$ cat config.mk
export PLATFORM = sky130hd
export DESIGN_NAME = hazard_stall_unit_flat
export DESIGN_NICKNAME = d
export VERILOG_FILES = /design/src/rtl/hazard_stall_unit_if.sv /design/src/rtl/hazard_stall_unit.sv /design/src/flat_wrapper.sv
export SDC_FILE = /design/constraint.sdc
export NUM_CORES = 1
export LEC_CHECK = 0
export CORE_MARGIN = 2
export CORE_UTILIZATION = 30
export CTS_CLUSTER_DIAMETER = 40
export DETAILED_ROUTE_END_ITERATION = 8
export GPL_TIMING_DRIVEN = 1
export HOLD_SLACK_MARGIN = 0.15
export PLACE_DENSITY_LB_ADDON = 0.25
export SLEW_MARGIN = 10
export SYNTH_ARGS = -nofsm -noshare
export SYNTH_HDL_FRONTEND = slang
export SYNTH_SLANG_ARGS = --single-unit
$ cat constraint.sdc
create_clock -name clk -period 6.1 [get_ports clk]
set_input_delay 0.915 -clock clk [delete_from_list [all_inputs] [get_ports clk]]
set_output_delay 0.915 -clock clk [all_outputs]
set_load 0.02 [all_outputs]
$ cat src/rtl/hazard_stall_unit_if.sv
// rtl/hazard_stall_unit_if.sv - pipeline hazard signals between datapath and stall unit
interface hazard_stall_unit_if #(
  parameter int CNT_W = 16
);
  logic             ID_EX_MemRead;
  logic [4:0]       ID_EX_rd;
  logic             EX_MEM_MemRead;
  logic [4:0]       EX_MEM_rd;
  logic [4:0]       IF_ID_rs;
  logic [4:0]       IF_ID_rt;
  logic             ID_uses_rt;
  logic             ID_is_branch;
  logic             ID_redirect;
  logic             ID_is_muldiv;
  logic             ID_reads_hilo;
  logic             ext_stall;
  logic             PCWrite;
  logic             IF_ID_Write;
  logic             IF_ID_Flush;
  logic             ID_EX_Flush;
  logic             muldiv_busy;
  logic [CNT_W-1:0] stall_cycles;
  logic [CNT_W-1:0] flush_count;

  // Pipeline side: supplies stage info, consumes enables/flushes
  modport master (
    output ID_EX_MemRead, ID_EX_rd, EX_MEM_MemRead, EX_MEM_rd,
    output IF_ID_rs, IF_ID_rt, ID_uses_rt, ID_is_branch, ID_redirect,
    output ID_is_muldiv, ID_reads_hilo, ext_stall,
    input  PCWrite, IF_ID_Write, IF_ID_Flush, ID_EX_Flush,
    input  muldiv_busy, stall_cycles, flush_count
  );

  // Stall unit side
  modport slave (
    input  ID_EX_MemRead, ID_EX_rd, EX_MEM_MemRead, EX_MEM_rd,
    input  IF_ID_rs, IF_ID_rt, ID_uses_rt, ID_is_branch, ID_redirect,
    input  ID_is_muldiv, ID_reads_hilo, ext_stall,
    output PCWrite, IF_ID_Write, IF_ID_Flush, ID_EX_Flush,
    output muldiv_busy, stall_cycles, flush_count
  );
endinterface

$ cat src/rtl/hazard_stall_unit.sv
// rtl/hazard_stall_unit.sv - load-use/branch/mult-div hazard stall and flush control
module hazard_stall_unit #(
  parameter int MULDIV_LAT = 32,
  parameter int CNT_W      = 16
) (
  input  logic               clk,
  input  logic               rst_n,
  hazard_stall_unit_if.slave bus
);

  localparam logic [5:0]       MD_LAT   = 6'(MULDIV_LAT);
  localparam logic [CNT_W-1:0] CNT_ONE  = CNT_W'(1);
  localparam logic [CNT_W-1:0] CNT_MAX  = '1;

  logic [5:0]       r_md_cnt;
  logic [CNT_W-1:0] r_stall_cycles;
  logic [CNT_W-1:0] r_flush_count;

  logic w_busy;
  logic w_load_use;
  logic w_br_mem_load;
  logic w_md_hazard;
  logic w_hz_stall;
  logic w_any_stall;
  logic w_md_issue;
  logic w_pc_write;
  logic w_if_id_write;
  logic w_if_id_flush;
  logic w_id_ex_flush;

  assign w_busy = (r_md_cnt != 6'd0);

  // Hazard detection; ALU producers are covered by ID forwarding and never stall
  always_comb begin
    w_load_use = bus.ID_EX_MemRead && (bus.ID_EX_rd != 5'd0) &&
                 ((bus.ID_EX_rd == bus.IF_ID_rs) ||
                  (bus.ID_uses_rt && (bus.ID_EX_rd == bus.IF_ID_rt)));
    w_br_mem_load = bus.ID_is_branch && bus.EX_MEM_MemRead && (bus.EX_MEM_rd != 5'd0) &&
                    ((bus.EX_MEM_rd == bus.IF_ID_rs) ||
                     (bus.ID_uses_rt && (bus.EX_MEM_rd == bus.IF_ID_rt)));
    w_md_hazard = w_busy && (bus.ID_is_muldiv || bus.ID_reads_hilo);
    w_hz_stall  = w_load_use || w_br_mem_load || w_md_hazard;
    w_any_stall = w_hz_stall || bus.ext_stall;
    w_md_issue  = bus.ID_is_muldiv && !w_hz_stall && !bus.ext_stall;
  end

  // Pipeline control: ext_stall freezes everything, a hazard bubbles EX, redirect waits for a free cycle
  always_comb begin
    w_pc_write    = 1'b1;
    w_if_id_write = 1'b1;
    w_if_id_flush = 1'b0;
    w_id_ex_flush = 1'b0;
    if (bus.ext_stall) begin
      w_pc_write    = 1'b0;
      w_if_id_write = 1'b0;
    end else if (w_hz_stall) begin
      w_pc_write    = 1'b0;
      w_if_id_write = 1'b0;
      w_id_ex_flush = 1'b1;
    end else begin
      w_if_id_flush = bus.ID_redirect;
    end
  end

  // Mult/div busy window: reload on issue, otherwise count down to zero even while frozen
  always_ff @(posedge clk or negedge rst_n) begin
    if (!rst_n) begin
      r_md_cnt <= 6'd0;
    end else if (w_md_issue) begin
      r_md_cnt <= MD_LAT;
    end else if (r_md_cnt != 6'd0) begin
      r_md_cnt <= r_md_cnt - 6'd1;
    end
  end

  // Saturating count of cycles lost to any stall
  always_ff @(posedge clk or negedge rst_n) begin
    if (!rst_n) begin
      r_stall_cycles <= '0;
    end else if (w_any_stall && (r_stall_cycles != CNT_MAX)) begin
      r_stall_cycles <= r_stall_cycles + CNT_ONE;
    end
  end

  // Saturating count of IF/ID flushes actually applied
  always_ff @(posedge clk or negedge rst_n) begin
    if (!rst_n) begin
      r_flush_count <= '0;
    end else if (w_if_id_flush && (r_flush_count != CNT_MAX)) begin
      r_flush_count <= r_flush_count + CNT_ONE;
    end
  end

  assign bus.PCWrite      = w_pc_write;
  assign bus.IF_ID_Write  = w_if_id_write;
  assign bus.IF_ID_Flush  = w_if_id_flush;
  assign bus.ID_EX_Flush  = w_id_ex_flush;
  assign bus.muldiv_busy  = w_busy;
  assign bus.stall_cycles = r_stall_cycles;
  assign bus.flush_count  = r_flush_count;

endmodule
$ cat src/flat_wrapper.sv
// flat-port wrapper written by rule: the top's interface ports become plain ports
module hazard_stall_unit_flat 
#(
  parameter int MULDIV_LAT = 32,
  parameter int CNT_W      = 16
)
  (clk, rst_n, bus_ID_EX_MemRead, bus_ID_EX_rd, bus_EX_MEM_MemRead, bus_EX_MEM_rd, bus_IF_ID_rs, bus_IF_ID_rt, bus_ID_uses_rt, bus_ID_is_branch, bus_ID_redirect, bus_ID_is_muldiv, bus_ID_reads_hilo, bus_ext_stall, bus_PCWrite, bus_IF_ID_Write, bus_IF_ID_Flush, bus_ID_EX_Flush, bus_muldiv_busy, bus_stall_cycles, bus_flush_count);
  hazard_stall_unit_if #(.CNT_W(CNT_W)) bus_i ();
  input  logic clk;
  input  logic rst_n;
  input wire logic [$bits(bus_i.ID_EX_MemRead)-1:0] bus_ID_EX_MemRead;
  input wire logic [$bits(bus_i.ID_EX_rd)-1:0] bus_ID_EX_rd;
  input wire logic [$bits(bus_i.EX_MEM_MemRead)-1:0] bus_EX_MEM_MemRead;
  input wire logic [$bits(bus_i.EX_MEM_rd)-1:0] bus_EX_MEM_rd;
  input wire logic [$bits(bus_i.IF_ID_rs)-1:0] bus_IF_ID_rs;
  input wire logic [$bits(bus_i.IF_ID_rt)-1:0] bus_IF_ID_rt;
  input wire logic [$bits(bus_i.ID_uses_rt)-1:0] bus_ID_uses_rt;
  input wire logic [$bits(bus_i.ID_is_branch)-1:0] bus_ID_is_branch;
  input wire logic [$bits(bus_i.ID_redirect)-1:0] bus_ID_redirect;
  input wire logic [$bits(bus_i.ID_is_muldiv)-1:0] bus_ID_is_muldiv;
  input wire logic [$bits(bus_i.ID_reads_hilo)-1:0] bus_ID_reads_hilo;
  input wire logic [$bits(bus_i.ext_stall)-1:0] bus_ext_stall;
  output wire logic [$bits(bus_i.PCWrite)-1:0] bus_PCWrite;
  output wire logic [$bits(bus_i.IF_ID_Write)-1:0] bus_IF_ID_Write;
  output wire logic [$bits(bus_i.IF_ID_Flush)-1:0] bus_IF_ID_Flush;
  output wire logic [$bits(bus_i.ID_EX_Flush)-1:0] bus_ID_EX_Flush;
  output wire logic [$bits(bus_i.muldiv_busy)-1:0] bus_muldiv_busy;
  output wire logic [$bits(bus_i.stall_cycles)-1:0] bus_stall_cycles;
  output wire logic [$bits(bus_i.flush_count)-1:0] bus_flush_count;
  assign bus_i.ID_EX_MemRead = bus_ID_EX_MemRead;
  assign bus_i.ID_EX_rd = bus_ID_EX_rd;
  assign bus_i.EX_MEM_MemRead = bus_EX_MEM_MemRead;
  assign bus_i.EX_MEM_rd = bus_EX_MEM_rd;
  assign bus_i.IF_ID_rs = bus_IF_ID_rs;
  assign bus_i.IF_ID_rt = bus_IF_ID_rt;
  assign bus_i.ID_uses_rt = bus_ID_uses_rt;
  assign bus_i.ID_is_branch = bus_ID_is_branch;
  assign bus_i.ID_redirect = bus_ID_redirect;
  assign bus_i.ID_is_muldiv = bus_ID_is_muldiv;
  assign bus_i.ID_reads_hilo = bus_ID_reads_hilo;
  assign bus_i.ext_stall = bus_ext_stall;
  assign bus_PCWrite = bus_i.PCWrite;
  assign bus_IF_ID_Write = bus_i.IF_ID_Write;
  assign bus_IF_ID_Flush = bus_i.IF_ID_Flush;
  assign bus_ID_EX_Flush = bus_i.ID_EX_Flush;
  assign bus_muldiv_busy = bus_i.muldiv_busy;
  assign bus_stall_cycles = bus_i.stall_cycles;
  assign bus_flush_count = bus_i.flush_count;
  hazard_stall_unit #(.MULDIV_LAT(MULDIV_LAT), .CNT_W(CNT_W)) u_core (.clk(clk), .rst_n(rst_n), .bus(bus_i));
endmodule
Word level (Yosys, flattened, before mapping)

Cells that the tools add are included.

Word-level logic and storage cells: 44
Input port bits: 30
Bits in read-only memories: 0
RAM bits: 0
Latch bits: 0
Output and inout bits: 37
Bits in registers: 38
Memories kept: 0

Muxes and demuxes: 8
Bitwise logic cells: 0
Shifts and indexed selects: 0
Order comparisons: 0
$mul: 0
Equal/unequal tests: 6
Reduce and logical (&&, ||, !) cells: 24
Add/sub/neg operators: 3
Divide/modulo/power cells: 0

Operators by type and width:

| operator                                                           | count |
|---|---|
| 16-bit by 1-bit adder with 16-bit output, second input constant    | 2 |
| 16-bit inequality test, second input constant                      | 2 |
| 5-bit equality test                                                | 4 |
| 1-bit logical AND                                                  | 12 |
| 6-bit two-way mux                                                  | 2 |
| 5-bit nonzero test                                                 | 2 |
| 1-bit logical OR                                                   | 6 |
| 1-bit two-way mux                                                  | 6 |
| 6-bit nonzero test                                                 | 1 |
| 6-bit by 1-bit subtractor with 6-bit output, second input constant | 1 |
| 1-bit logical NOT                                                  | 2 |
| 2-bit nonzero test                                                 | 1 |

Depth between registers and ports, before layout

Depth in word-level cells: 10
Gate-level depth with buffers: 9
Mapped depth without buffers: 8

Worst setup path after synthesis

Ideal clock, no wire load.

Path kind: input -> output
Start: input bus_EX_MEM_rd[0]
End: output bus_PCWrite
Data arrival time: 2592 ps
Data required time: 5185 ps
Buffers on the path: 2
Stages: 6
Path slack: 2593 ps
Cell sequence: or4_1 > o211ai_2 > o221ai_2 > buf_2 > nor2_1 > buf_4

Word-level cells in the longest chain between the ends: 8
Elaborated cells on any way between the ends: 11
Those cells by class: 2 x eq/ne; 2 x mux; 7 x reduce/logical

RTL lines:

| item                             | line                    | RTL |
|---|---|---|
| start, declared                  | flat_wrapper.sv:14      | `input wire logic [$bits(bus_i.EX_MEM_rd)-1:0] bus_EX_MEM_rd;` |
| 5-bit equality test              | hazard_stall_unit.sv:40 | `(bus.ID_uses_rt && (bus.EX_MEM_rd == bus.IF_ID_rt)));` |
| 1-bit logical AND                | hazard_stall_unit.sv:40 |  |
| 1-bit logical OR                 | hazard_stall_unit.sv:39 | `((bus.EX_MEM_rd == bus.IF_ID_rs) \|\|` |
| 1-bit logical AND *              | hazard_stall_unit.sv:38 | `w_br_mem_load = bus.ID_is_branch && bus.EX_MEM_MemRead && (bus.EX_MEM_rd != 5'd0) &&` |
| 1-bit logical OR * (2 in a row)  | hazard_stall_unit.sv:42 | `w_hz_stall = w_load_use \|\| w_br_mem_load \|\| w_md_hazard;` |
| 1-bit two-way mux * (2 in a row) | n/a                     |  |
| end, declared                    | flat_wrapper.sv:23      | `output wire logic [$bits(bus_i.PCWrite)-1:0] bus_PCWrite;` |

Every way passes the cells marked *; elsewhere a longest branch is shown, timed or not.

Worst setup path after layout

Start: input bus_ID_EX_rd[3]
End: output bus_IF_ID_Write

Word-level cells in the longest chain between the ends: 8
Elaborated cells on any way between the ends: 11
Those cells by class: 2 x eq/ne; 2 x mux; 7 x reduce/logical

RTL lines:

| item                            | line                    | RTL |
|---|---|---|
| start, declared                 | flat_wrapper.sv:12      | `input wire logic [$bits(bus_i.ID_EX_rd)-1:0] bus_ID_EX_rd;` |
| 5-bit equality test             | hazard_stall_unit.sv:37 | `(bus.ID_uses_rt && (bus.ID_EX_rd == bus.IF_ID_rt)));` |
| 1-bit logical AND               | hazard_stall_unit.sv:37 |  |
| 1-bit logical OR                | hazard_stall_unit.sv:36 | `((bus.ID_EX_rd == bus.IF_ID_rs) \|\|` |
| 1-bit logical AND *             | hazard_stall_unit.sv:35 | `w_load_use = bus.ID_EX_MemRead && (bus.ID_EX_rd != 5'd0) &&` |
| 1-bit logical OR * (2 in a row) | hazard_stall_unit.sv:42 |  |
| 1-bit two-way mux *             | hazard_stall_unit.sv:56 | `end else if (w_hz_stall) begin` |
| 1-bit two-way mux *             | hazard_stall_unit.sv:53 | `if (bus.ext_stall) begin` |
| end, declared                   | flat_wrapper.sv:24      | `output wire logic [$bits(bus_i.IF_ID_Write)-1:0] bus_IF_ID_Write;` |

Marked as above.

==> parameters.txt <==
Parameter                              Value

Worst setup path
  Nature of the critical path startpoint    input pin
  Category of the critical setup timing path    input pin to output pin
  Required time at the worst-slack endpoint    5.18 ns
  Type of destination of the critical path    output pin
  Data arrival time of the critical path    3.45 ns
  Largest fanout on the critical path    15

Synth
  Library cells used by synthesis    40
  Total number of yosys warnings    0
  Primary FF master, synth    sky130_fd_sc_hd__dfrtp_1
  Number of nets produced by synthesis    253
  Sequential share of the synthesized area    41.33%
  Count of flip-flops with a built-in enable after synthesis    0
  Mapped cell area    2301 sq um
  #FFs+latches synth    38
  Avg Cell Area, Syn    10.51 sq um
  Cells after synthesis    219
  Async set-or-reset flop fraction in the synthesized netlist    100.0%

Drt
  Remaining design rule violation count    0
  Total vias in the final route    1,883
  Highest routed metal layer    met4
  Average wire per cell in the routed design    14.13 um
  Sum of routed wire length over all layers    5.396 mm
  Detail Route met2 WL    2.423 mm
  Pre-Repair DR Iteration Count    4
  Wire length on met1    2.593 mm
  Routed length on met3    320 um
  Violation count after the first detailed-routing iteration    109
  Via count normalized by instance count    4.929
  Remaining number of nets flagged by the antenna check after routing    0

STA
  Fin crit share    71.52%
  Worst slew slack as a fraction of its limit    40.67%
  Maximum clock rate    229.2 MHz
  Clock period minus final worst setup slack    4.363 ns
  RSZ-0062 raised after global routing    false
  Worst Setup Slack, final    1.737 ns
  Setup TNS    0 ns
  Final setup violating endpoints    0
  Slew at the pin closest to its max-slew limit    0.8900 ns
  Worst setup skew after layout    0.007340 ns
  Count of final max-slew check failures    0
  Hold Fails Final Rpt    0

Power
  Pleak    1.261 nW
  Pwr per Cell Area    294.2 nW/um^2
  Fraction of power consumed by the clock network    19.4%
  Total power draw    923.6 uW
  Fraction of power spent switching nets    35.86%
  Logic gate share of total power    38.6%
  Worst ir drop on vdd    0.1824 mV
  Internal Power    592.4 uW
  Register share of total power    42.0%
  Sw power    331.1 uW

Placement
  Standard cell area after detailed placement    3048 sq um
  HPWL after DPL    3.884 mm
  Post-place setup slack    1.727 ns
  Final weighted congestion in routability-driven placement    0.7387
  Buffers on Ports    66

CTS
  Hold buffer count at cts    0
  Post-CTS Setup Inserts    0
  Level count of the clock H-tree    2
  Total of cells resized after clock tree synthesis    0
  Clk pin slew, worst setup/hold paths    0.08 ns
  Clock tree sinks    38
  TritonCTS clock tree    built
  Clk_lat worst skew    0.28 ns
  Number of buffers inserted during clock tree synthesis    5
  Root Buffer Master    sky130_fd_sc_hd__clkbuf_8
  Max Root-Sink Buffers    2

Cells and area
  Number of diodes    0
  Signed area change from the synthesized netlist to the final layout    36.43%
  Most common cell after layout, fill and taps aside    sky130_fd_sc_hd__clkdlybuf4s50_1
  Fraction of layout cells with a size suffix above 1    10.25%
  Final non-filler cell area    3139 sq um
  Final-layout fill cell count    691
  Most used cells in the layout excluding fill and tap cells    sky130_fd_sc_hd__clkdlybuf4s50_1, sky130_fd_sc_hd__dfrtp_1, sky130_fd_sc_hd__xor2_1, sky130_fd_sc_hd__xnor2_1, sky130_fd_sc_hd__nor4_2
  Final core utilization    42.82%
  Layout net count    316

Global routing
  Global-route usage over all layers    12.94%
  Maximum number of pins on one net before global-route repair    39
  Initial antenna violation count    0
  Vias in the first global route    1,852
  GRT overflow    0
  Global-route wire length before repair    8.894 mm

Run status
  Status    completed

Floorplanning
  Die H    91.58 um
  Ports placed on the boundary    67
  Effective utilization at floorplan    31.39%
  DIE AREA    8386 sq um
  Number of placement rows    31
  Die width    91.58 um
  Core box area    7331 sq um

Worst hold path
  Class of the most critical hold timing path    flop to flop

Run
  Count of maximum capacitance violations    0
-- sequential cells by signal, indices dropped and copies added, names as in the netlist --
| signal | count |
|---|---|
| u_core.bus.flush_count | 16 |
| u_core.r_md_cnt | 6 |
| u_core.bus.stall_cycles | 16 |
-- Yosys cell counts, types with 3 or more instances --
library cell                instances  area, sq um
sky130_fd_sc_hd__nor2_1            10        37.54
sky130_fd_sc_hd__o2111ai_1          5        43.79
sky130_fd_sc_hd__nor2b_1            3        18.77
sky130_fd_sc_hd__nand4_1            6        37.54
sky130_fd_sc_hd__and4_1             4        35.03
sky130_fd_sc_hd__clkbuf_1           6        22.52
sky130_fd_sc_hd__o21ai_0            6        30.03
sky130_fd_sc_hd__ha_1               4        50.05
sky130_fd_sc_hd__dfrtp_1           38        950.9
sky130_fd_sc_hd__nand2_1           10        37.54
sky130_fd_sc_hd__mux2_2             3        33.78
sky130_fd_sc_hd__and3_1             8        50.05
sky130_fd_sc_hd__o211ai_1           4        30.03
sky130_fd_sc_hd__nor3_1             6        30.03
sky130_fd_sc_hd__nand3_1            9        45.04
sky130_fd_sc_hd__xor2_1            31        271.5
sky130_fd_sc_hd__xnor2_1           20        175.2
sky130_fd_sc_hd__inv_1              5        18.77
sky130_fd_sc_hd__nor4_2            12        150.1
-- worst paths after layout --
kind,slack (ns),end,startpoint,cells after the start
min,0.49,u_core.bus.flush_count[8]$_DFFE_PN0P_,u_core.bus.flush_count[8]$_DFFE_PN0P_,1
max,1.74,bus_IF_ID_Write,bus_ID_EX_rd[3],6
min reg2reg,0.49,u_core.bus.flush_count[8]$_DFFE_PN0P_,u_core.bus.flush_count[8]$_DFFE_PN0P_,1
max reg2reg,3.44,u_core.bus.flush_count[1]$_DFFE_PN0P_,u_core.r_md_cnt[0]$_DFFE_PN0P_,9
min in group asynchronous,0.74,u_core.bus.flush_count[11]$_DFFE_PN0P_,rst_n,1
max in group asynchronous,4.82,u_core.r_md_cnt[2]$_DFFE_PN0P_,rst_n,1
-- worst max-delay path: stages --
cell and delay (ns):
sky130_fd_sc_hd__clkdlybuf4s50_1 0.48, sky130_fd_sc_hd__or4_1 0.53, sky130_fd_sc_hd__o21ai_1 0.25, sky130_fd_sc_hd__o221ai_4 0.26, sky130_fd_sc_hd__nor2_1 0.34, sky130_fd_sc_hd__clkdlybuf4s50_1 0.67
-- final cells by class --
| cell class | instances | area (sq um) | area share, % |
|---|---|---|---|
| multi-input cells | 165 | 1291 | 41.13 |
| flip-flops and latches | 38 | 950.9 | 30.29 |
| repair buffers | 67 | 663.1 | 21.12 |
| well taps | 99 | 123.9 | 3.946 |
| clock buffers | 7 | 86.33 | 2.750 |
| inverters | 5 | 18.77 | 0.5978 |
| clock inverters | 1 | 5.005 | 0.1594 |
-- per-stage QoR --
stage | hold WS, ns | cells
after floorplan | 0.4680 | 219
after global placement | 0.4761 | 374
after detailed placement | 0.4800 | 374
after CTS | 0.4914 | 382
after global routing | 0.5094 | 382
final | 0.4877 | 382
-- power groups by stage --
stage | clock network (mW) | registers [mW] | logic [mW]
after floorplan | 0 | 0.429 | 0.163
after global placement | 0 | 0.392 | 0.357
after detailed placement | 0 | 0.393 | 0.360
after CTS | 0.185 | 0.389 | 0.363
after global routing | 0.199 | 0.399 | 0.388
final | 0.179 | 0.388 | 0.356
-- per-layer routing --
metal | global-route usage (%) | vias up
li1 | - | 916
met1 | 17.63 | 905
met2 | 20.47 | 57
met3 | 3.154 | 5
met4 | 3.409 | 0
met5 | 0 | -
-- kinds of logic (layout without fill, tap and decap cells) --
kind of cell | after synthesis | in the layout | share of synthesized area, %
buffers and inverters | 16 | 80 | 3.045
AOI/OAI and AO/OA | 26 | 26 | 8.537
muxes | 5 | 5 | 2.555
xor gates and xnor gates | 51 | 51 | 19.41
and+or+nand+nor | 79 | 79 | 22.95
DFF | 38 | 38 | 41.33
adders and majority gates | 4 | 4 | 2.175
(Power assumes the default switching activity.)
